===== config.mk =====
export PLATFORM = sky130hd
export DESIGN_NAME = decimal_entry_assembler_flat
export DESIGN_NICKNAME = d
export VERILOG_FILES = /design/src/rtl/decimal_entry_assembler_if.sv /design/src/rtl/decimal_entry_assembler.sv /design/src/flat_wrapper.sv
export SDC_FILE = /design/constraint.sdc
export NUM_CORES = 1
export LEC_CHECK = 0
export BUFFER_PORTS_ARGS = -buffer_cell sky130_fd_sc_hd__buf_4
export CAP_MARGIN = 30
export CORE_MARGIN = 5
export CORE_UTILIZATION = 56
export DETAILED_ROUTE_END_ITERATION = 8
export PLACE_DENSITY_LB_ADDON = 0.2
export SETUP_SLACK_MARGIN = 0.02
export SLEW_MARGIN = 20
export SYNTH_ARGS = -nofsm -noshare
export SYNTH_HDL_FRONTEND = slang
export SYNTH_SLANG_ARGS = --single-unit

===== constraint.sdc =====
create_clock -name i_clk -period 5.9 [get_ports i_clk]
set_input_delay 0 -clock i_clk [delete_from_list [all_inputs] [get_ports i_clk]]
set_output_delay 0 -clock i_clk [all_outputs]
set_load 0.01 [all_outputs]

===== src/rtl/decimal_entry_assembler_if.sv =====
// Decimal entry bus: command strobes from the front panel and the assembled operand.
interface decimal_entry_assembler_if #(
  parameter int unsigned NUM_DIGITS = 6,
  parameter int unsigned VALUE_W    = 40
);
  logic [3:0]              i_digit;
  logic                    i_digit_pulse;
  logic                    i_backspace_pulse;
  logic                    i_sign_pulse;
  logic                    i_clear_pulse;
  logic [VALUE_W-1:0]      o_value;
  logic                    o_sign;
  logic                    o_valid;
  logic                    o_busy;
  logic [2:0]              o_digit_count;
  logic [4*NUM_DIGITS-1:0] o_bcd;
  logic                    o_err;

  modport master (
    output i_digit, i_digit_pulse, i_backspace_pulse, i_sign_pulse, i_clear_pulse,
    input  o_value, o_sign, o_valid, o_busy, o_digit_count, o_bcd, o_err
  );

  modport slave (
    input  i_digit, i_digit_pulse, i_backspace_pulse, i_sign_pulse, i_clear_pulse,
    output o_value, o_sign, o_valid, o_busy, o_digit_count, o_bcd, o_err
  );
endinterface


===== src/rtl/decimal_entry_assembler.sv =====
// Builds a binary operand from decimal digits entered one at a time. A BCD shadow
// feeds the displays; an iterative multiply-by-10 loop produces the binary value.
// Optional macro ENTRY_AUTO_SHIFT_EN: a digit entered into a full entry drops the
// most significant digit instead of being rejected.
module decimal_entry_assembler #(
  parameter int unsigned NUM_DIGITS = 6,
  parameter int unsigned VALUE_W    = 40
) (
  input logic                    i_clk,
  input logic                    i_reset,
  decimal_entry_assembler_if.slave bus
);
  localparam int unsigned IdxW = (NUM_DIGITS > 1) ? $clog2(NUM_DIGITS) : 1;
  localparam int unsigned BcdW = 4 * NUM_DIGITS;

  typedef enum logic [0:0] {StIdle, StConvert} state_e;

  state_e              state_q, state_d;
  logic [BcdW-1:0]     bcd_q, bcd_d;
  logic [2:0]          count_q, count_d;
  logic [VALUE_W-1:0]  value_q, value_d;
  logic [VALUE_W-1:0]  acc_q, acc_d;
  logic [IdxW-1:0]     idx_q, idx_d;
  logic                sign_q, sign_d;
  logic                err_q, err_d;
  logic                start;
  logic [3:0]          cur_digit;
  logic [VALUE_W-1:0]  acc_next;

  // One multiply-by-10 step, most significant digit first.
  assign cur_digit = bcd_q[idx_q*4 +: 4];
  assign acc_next  = (acc_q << 3) + (acc_q << 1) + {{(VALUE_W-4){1'b0}}, cur_digit};

  // State and datapath registers.
  always_ff @(posedge i_clk or posedge i_reset) begin
    if (i_reset) begin
      state_q <= StIdle;
      bcd_q   <= '0;
      count_q <= '0;
      value_q <= '0;
      acc_q   <= '0;
      idx_q   <= '0;
      sign_q  <= 1'b0;
      err_q   <= 1'b0;
    end else begin
      state_q <= state_d;
      bcd_q   <= bcd_d;
      count_q <= count_d;
      value_q <= value_d;
      acc_q   <= acc_d;
      idx_q   <= idx_d;
      sign_q  <= sign_d;
      err_q   <= err_d;
    end
  end

  // Command decode (clear > backspace > digit > sign) and conversion sequencing.
  always_comb begin
    state_d = state_q;
    bcd_d   = bcd_q;
    count_d = count_q;
    value_d = value_q;
    acc_d   = acc_q;
    idx_d   = idx_q;
    sign_d  = sign_q;
    err_d   = err_q;
    start   = 1'b0;

    if (bus.i_clear_pulse) begin
      state_d = StIdle;
      bcd_d   = '0;
      count_d = '0;
      value_d = '0;
      sign_d  = 1'b0;
      err_d   = 1'b0;
    end else if (state_q == StIdle) begin
      if (bus.i_backspace_pulse) begin
        err_d = 1'b0;
        if (count_q != 3'd0) begin
          bcd_d   = bcd_q >> 4;
          count_d = count_q - 3'd1;
          if (count_q == 3'd1) sign_d = 1'b0;
          start   = 1'b1;
        end
      end else if (bus.i_digit_pulse) begin
        if (bus.i_digit > 4'd9) begin
          err_d = 1'b1;
        end else if (count_q == 3'd0 && bus.i_digit == 4'd0) begin
          // Leading zero: accepted but changes nothing.
          err_d = 1'b0;
        end else if (count_q == 3'(NUM_DIGITS)) begin
`ifdef ENTRY_AUTO_SHIFT_EN
          bcd_d = {bcd_q[BcdW-5:0], bus.i_digit};
          err_d = 1'b0;
          start = 1'b1;
`else
          err_d = 1'b1;
`endif
        end else begin
          bcd_d   = {bcd_q[BcdW-5:0], bus.i_digit};
          count_d = count_q + 3'd1;
          err_d   = 1'b0;
          start   = 1'b1;
        end
      end else if (bus.i_sign_pulse) begin
        if (count_q != 3'd0) sign_d = ~sign_q;
      end

      if (start) begin
        state_d = StConvert;
        acc_d   = '0;
        idx_d   = IdxW'(NUM_DIGITS - 1);
      end
    end else begin
      acc_d = acc_next;
      idx_d = idx_q - 1'b1;
      if (idx_q == '0) begin
        value_d = acc_next;
        state_d = StIdle;
      end
    end
  end

  assign bus.o_value       = value_q;
  assign bus.o_sign        = sign_q;
  assign bus.o_busy        = (state_q == StConvert);
  assign bus.o_valid       = (state_q == StIdle);
  assign bus.o_digit_count = count_q;
  assign bus.o_bcd         = bcd_q;
  assign bus.o_err         = err_q;
endmodule

===== src/flat_wrapper.sv =====
// flat-port wrapper written by rule: the top's interface ports become plain ports
module decimal_entry_assembler_flat 
#(
  parameter int unsigned NUM_DIGITS = 6,
  parameter int unsigned VALUE_W    = 40
)
  (i_clk, i_reset, bus_i_digit, bus_i_digit_pulse, bus_i_backspace_pulse, bus_i_sign_pulse, bus_i_clear_pulse, bus_o_value, bus_o_sign, bus_o_valid, bus_o_busy, bus_o_digit_count, bus_o_bcd, bus_o_err);
  decimal_entry_assembler_if #(.NUM_DIGITS(NUM_DIGITS), .VALUE_W(VALUE_W)) bus_i ();
  input logic i_clk;
  input logic i_reset;
  input wire logic [$bits(bus_i.i_digit)-1:0] bus_i_digit;
  input wire logic [$bits(bus_i.i_digit_pulse)-1:0] bus_i_digit_pulse;
  input wire logic [$bits(bus_i.i_backspace_pulse)-1:0] bus_i_backspace_pulse;
  input wire logic [$bits(bus_i.i_sign_pulse)-1:0] bus_i_sign_pulse;
  input wire logic [$bits(bus_i.i_clear_pulse)-1:0] bus_i_clear_pulse;
  output wire logic [$bits(bus_i.o_value)-1:0] bus_o_value;
  output wire logic [$bits(bus_i.o_sign)-1:0] bus_o_sign;
  output wire logic [$bits(bus_i.o_valid)-1:0] bus_o_valid;
  output wire logic [$bits(bus_i.o_busy)-1:0] bus_o_busy;
  output wire logic [$bits(bus_i.o_digit_count)-1:0] bus_o_digit_count;
  output wire logic [$bits(bus_i.o_bcd)-1:0] bus_o_bcd;
  output wire logic [$bits(bus_i.o_err)-1:0] bus_o_err;
  assign bus_i.i_digit = bus_i_digit;
  assign bus_i.i_digit_pulse = bus_i_digit_pulse;
  assign bus_i.i_backspace_pulse = bus_i_backspace_pulse;
  assign bus_i.i_sign_pulse = bus_i_sign_pulse;
  assign bus_i.i_clear_pulse = bus_i_clear_pulse;
  assign bus_o_value = bus_i.o_value;
  assign bus_o_sign = bus_i.o_sign;
  assign bus_o_valid = bus_i.o_valid;
  assign bus_o_busy = bus_i.o_busy;
  assign bus_o_digit_count = bus_i.o_digit_count;
  assign bus_o_bcd = bus_i.o_bcd;
  assign bus_o_err = bus_i.o_err;
  decimal_entry_assembler #(.NUM_DIGITS(NUM_DIGITS), .VALUE_W(VALUE_W)) u_core (.i_clk(i_clk), .i_reset(i_reset), .bus(bus_i));
endmodule

==> impl_metrics.tcl <==
set metrics [dict create \
    finalWorstSetupSlack_ps 1450 \
    drv_cap 0 \
    synth_top_family_by_area "compound AO/OA/AOI/OAI gates" \
    die-area_sq_um 16200 \
    crit_chain "mux4_2, a21oi_1, fa_1, fa_1, nor2b_1, o211ai_1, a211oi_1, o31ai_1, o21ai_1, o211ai_1, a221o_1" \
    gr-usage-met3_pct 4.88 \
    syn_nets 890 \
    synth_cells 797 \
    synth-simple-area-share_pct 13.4 \
    insertedDiodeCount 0 \
    setup-violations-final 0 \
    leakagePower_nw 4.35 \
    clock_skew_ps 12.6 \
    power_density_nw_per_um2 390 \
    synth-seq-area-share_pct 36.4 \
    die_y_um 127 \
    final_common_cell "dfrtp_1" \
    syn_area_per_cell_sq_um 9.66 \
    clkPwrFrac_pct 22.2 \
    synthAdderAreaFrac_pct 13.7 \
    place_ws_ps 1500 \
    hold_depth 5 \
    slew_violations 0 \
    finalWirelength_um 20100 \
    min_from "bus_i_digit_pulse" \
    worstHoldPathType "in2reg" \
    numPortBuffers 80 \
    row_count 42 \
    grt_pass1_vias 6625 \
    synth_ff_type "dfrtp_1" \
    grt_antenna_before_repair 0 \
    max_stage_delay_ps 690 \
    hold_violations 0 \
    netlist_area_sq_um 7700 \
    switchingPower_mw 1.40 \
    htree_levels 3 \
    start_util_pct 57.7 \
    postSynth.asyncResetShare_pct 100 \
    path_clk_slew_ps 80 \
    clock_path_buffers 2 \
    combPwrFrac_pct 44.8 \
    met2_usage_pct 40.5 \
    met1_usage_pct 34.3 \
    setup.worst_path.end_class "register" \
    synthToLayoutAreaGrowth_pct 13.1 \
    num_vias 6632 \
    dieWidth_um 127 \
    busiest_layer "met2" \
    avgViaCountPerCell 6.43 \
    dp_hpwl_um 14200 \
    wire_per_inst_um 19.5 \
    yosysWarningCount 0 \
    critical_path.startpoint_type "register" \
    grt_pass1_wl_um 33400 \
    synth_mux_area_share_pct 5.09 \
    synth_edf_count 0 \
    clock-sinks 112 \
    fmax_ghz 0.225 \
    finalCoreUtilization_pct 65.2 \
    period_share_pct 75.4 \
    rsz0062_at_grt "no" \
    irDropWorstVdd_mv 0.201 \
    final_cell_mix "dfrtp_1, buf_4, ha_1, nand2_1, nor2_1" \
    worstSetupPathType "reg2reg" \
    swShare_pct 41.3 \
    gp_congestion 0.918 \
    grt_max_degree 61 \
    worstMarginPinSlew_ps 951 \
    synth_xor_area_share_pct 3.30 \
    reg2reg_slack_ps 1450 \
    first_pass_iters 5 \
    crit_fanout 11 \
    rr_endpoint "u_core.acc_q[34]$_DFFE_PP0P_" \
    cts_resized 0 \
    critPathRequiredTime_ps 6150 \
    fin_crit_ps 4450 \
    root_buffer "clkbuf_16" \
    critPathSlowestCell "dfrtp_1" \
    clk_latency_ps 360 \
    setup_tns_ps 0 \
    cts-buffers-inserted 9 \
    seq_power_share_pct 33.0 \
    gr-total-overflow 0 \
    intPower_mw 1.99 \
    status "completed" \
    drc 0 \
    min_to "u_core.bus.o_err$_DFFE_PP0P_" \
    cts_tree "built" \
    crit_buf_inv 0 \
    r2r-start "u_core.idx_q[0]$_DFFE_PP0P_" \
    worstRegToRegCells 11 \
    drtAntennaViolNets 0 \
    nets 943 \
    core_sq_um 13300 \
    post-cts-setup-buffers 0 \
    relSlewSlack_pct 36.6 \
    fillers 1121 \
    dr.first_iter.drc_count 674 \
    grt_util_all_layers_pct 25.3 \
    yosysUniqueCellTypes 71 \
    synth-compound-area-share_pct 23.2 \
    critPathTopFamily "compound AO/OA/AOI/OAI gates" \
    final_area_sq_um 8710 \
    arrival_ps 4700 \
    cp-startpoint "u_core.idx_q[0]$_DFFE_PP0P_" \
    ys_ff_latch 112 \
    final_layout_size_suffix_gt1_share_pct 14.6 \
    ios 81 \
    detailed_place.area_sq_um 8280 \
]
==> what timing repair did <==
item | 4_1_cts | 5_1_grt
hold buffers | 5 | 0
hold endpoints to repair | 56 | 0
setup endpoints to repair | 0 | 0
==> state kept, by name, indices dropped and copies added, names as in the netlist <==
name / count
u_core.bus.o_sign: 1
u_core.bus.o_busy: 1
u_core.bus.o_err: 1
u_core.bus.o_bcd: 24
u_core.idx_q: 3
u_core.bus.o_digit_count: 3
u_core.acc_q: 39
u_core.bus.o_value: 40
==> layout make-up <==
class / instances / area, sq um / share of cell area, %
clock buffers: 10 / 229 / 2.63
clock inverters: 6 / 138 / 1.58
inverters: 22 / 85.1 / 0.977
multi-input cells: 613 / 4530 / 52.0
flip-flops and latches: 112 / 2800 / 32.2
well taps: 176 / 220 / 2.53
repair buffers: 92 / 707 / 8.12
==> synth_stat cells (4+ instances only) <==
library cell	n	share of area [%]
a21boi_0	5	0.49
nand4_1	13	1.1
dfrtp_1	112	36
buf_4	5	0.49
o21ai_0	39	2.5
nor2b_1	5	0.41
ha_1	81	13
o31ai_1	5	0.49
or3_1	8	0.65
mux4_2	4	1.2
nand3_1	19	1.2
a211oi_1	29	2.8
a22o_1	33	3.8
clkbuf_8	7	1.3
and3_1	8	0.65
o21bai_1	6	0.59
a32o_1	15	2.0
mux2i_1	29	3.8
inv_1	22	1.1
a21o_1	18	1.8
nor2_1	62	3.0
buf_2	5	0.33
nand2_1	68	3.3
o211ai_1	5	0.49
xor2_1	6	0.68
a31oi_1	4	0.33
a21oi_1	53	3.4
nand2b_1	5	0.41
xnor2_1	23	2.6
clkbuf_1	30	1.5
nor3_1	13	0.85
==> worst max path at each step <==
stage	slack [ps]	cells after the start	endpoint
floorplan	1790	12	u_core.acc_q[34]$_DFFE_PP0P_
global placement	1650	11	u_core.acc_q[34]$_DFFE_PP0P_
detailed placement	1500	11	u_core.acc_q[34]$_DFFE_PP0P_
CTS	1470	11	u_core.acc_q[34]$_DFFE_PP0P_
global route	1230	11	u_core.acc_q[34]$_DFFE_PP0P_
finish	1450	11	u_core.acc_q[34]$_DFFE_PP0P_
==> worst reg2reg max path: stages (launching register included) <==
cell      delay [ps]
dfrtp_1          690
mux4_2           580
a21oi_1          210
fa_1             490
fa_1             480
nor2b_1          230
o211ai_1         120
a211oi_1         380
o31ai_1          170
o21ai_1          500
o211ai_1         180
a221o_1          310
==> cells by family after synthesis <==
logic type | count (synthesis)
flops | 112
simple gates | 218
compound gates | 249
mux | 34
xor+xnor | 29
buf+inv | 72
fa+ha+maj | 83
==> power by group through the flow <==
| stage | logic, mW | clock network [mW] | registers [mW] |
|---|---|---|---|
| finish | 1.52 | 0.754 | 1.12 |
| global route | 1.69 | 0.802 | 1.14 |
| CTS | 1.51 | 0.767 | 1.12 |
| detailed placement | 1.49 | 0 | 1.13 |
| global placement | 1.45 | 0 | 1.12 |
| floorplan | 1.21 | 0 | 1.08 |
==> metrics by stage <==
stage               power (mW)  hold slack, ps  std cells
finish                    3.40            53.9       1031
global route              3.64             134       1031
CTS                       3.40            49.3       1030
detailed placement        2.62             160       1009
global placement          2.57             143       1009
floorplan                 2.28             229        797
==> layer usage <==
metal,share of wire [%],wire length (um)
met2,47,9530
met3,6.4,1290
met5,0,0
met4,2.8,561
met1,43,8750
(Power assumes the default switching activity.)
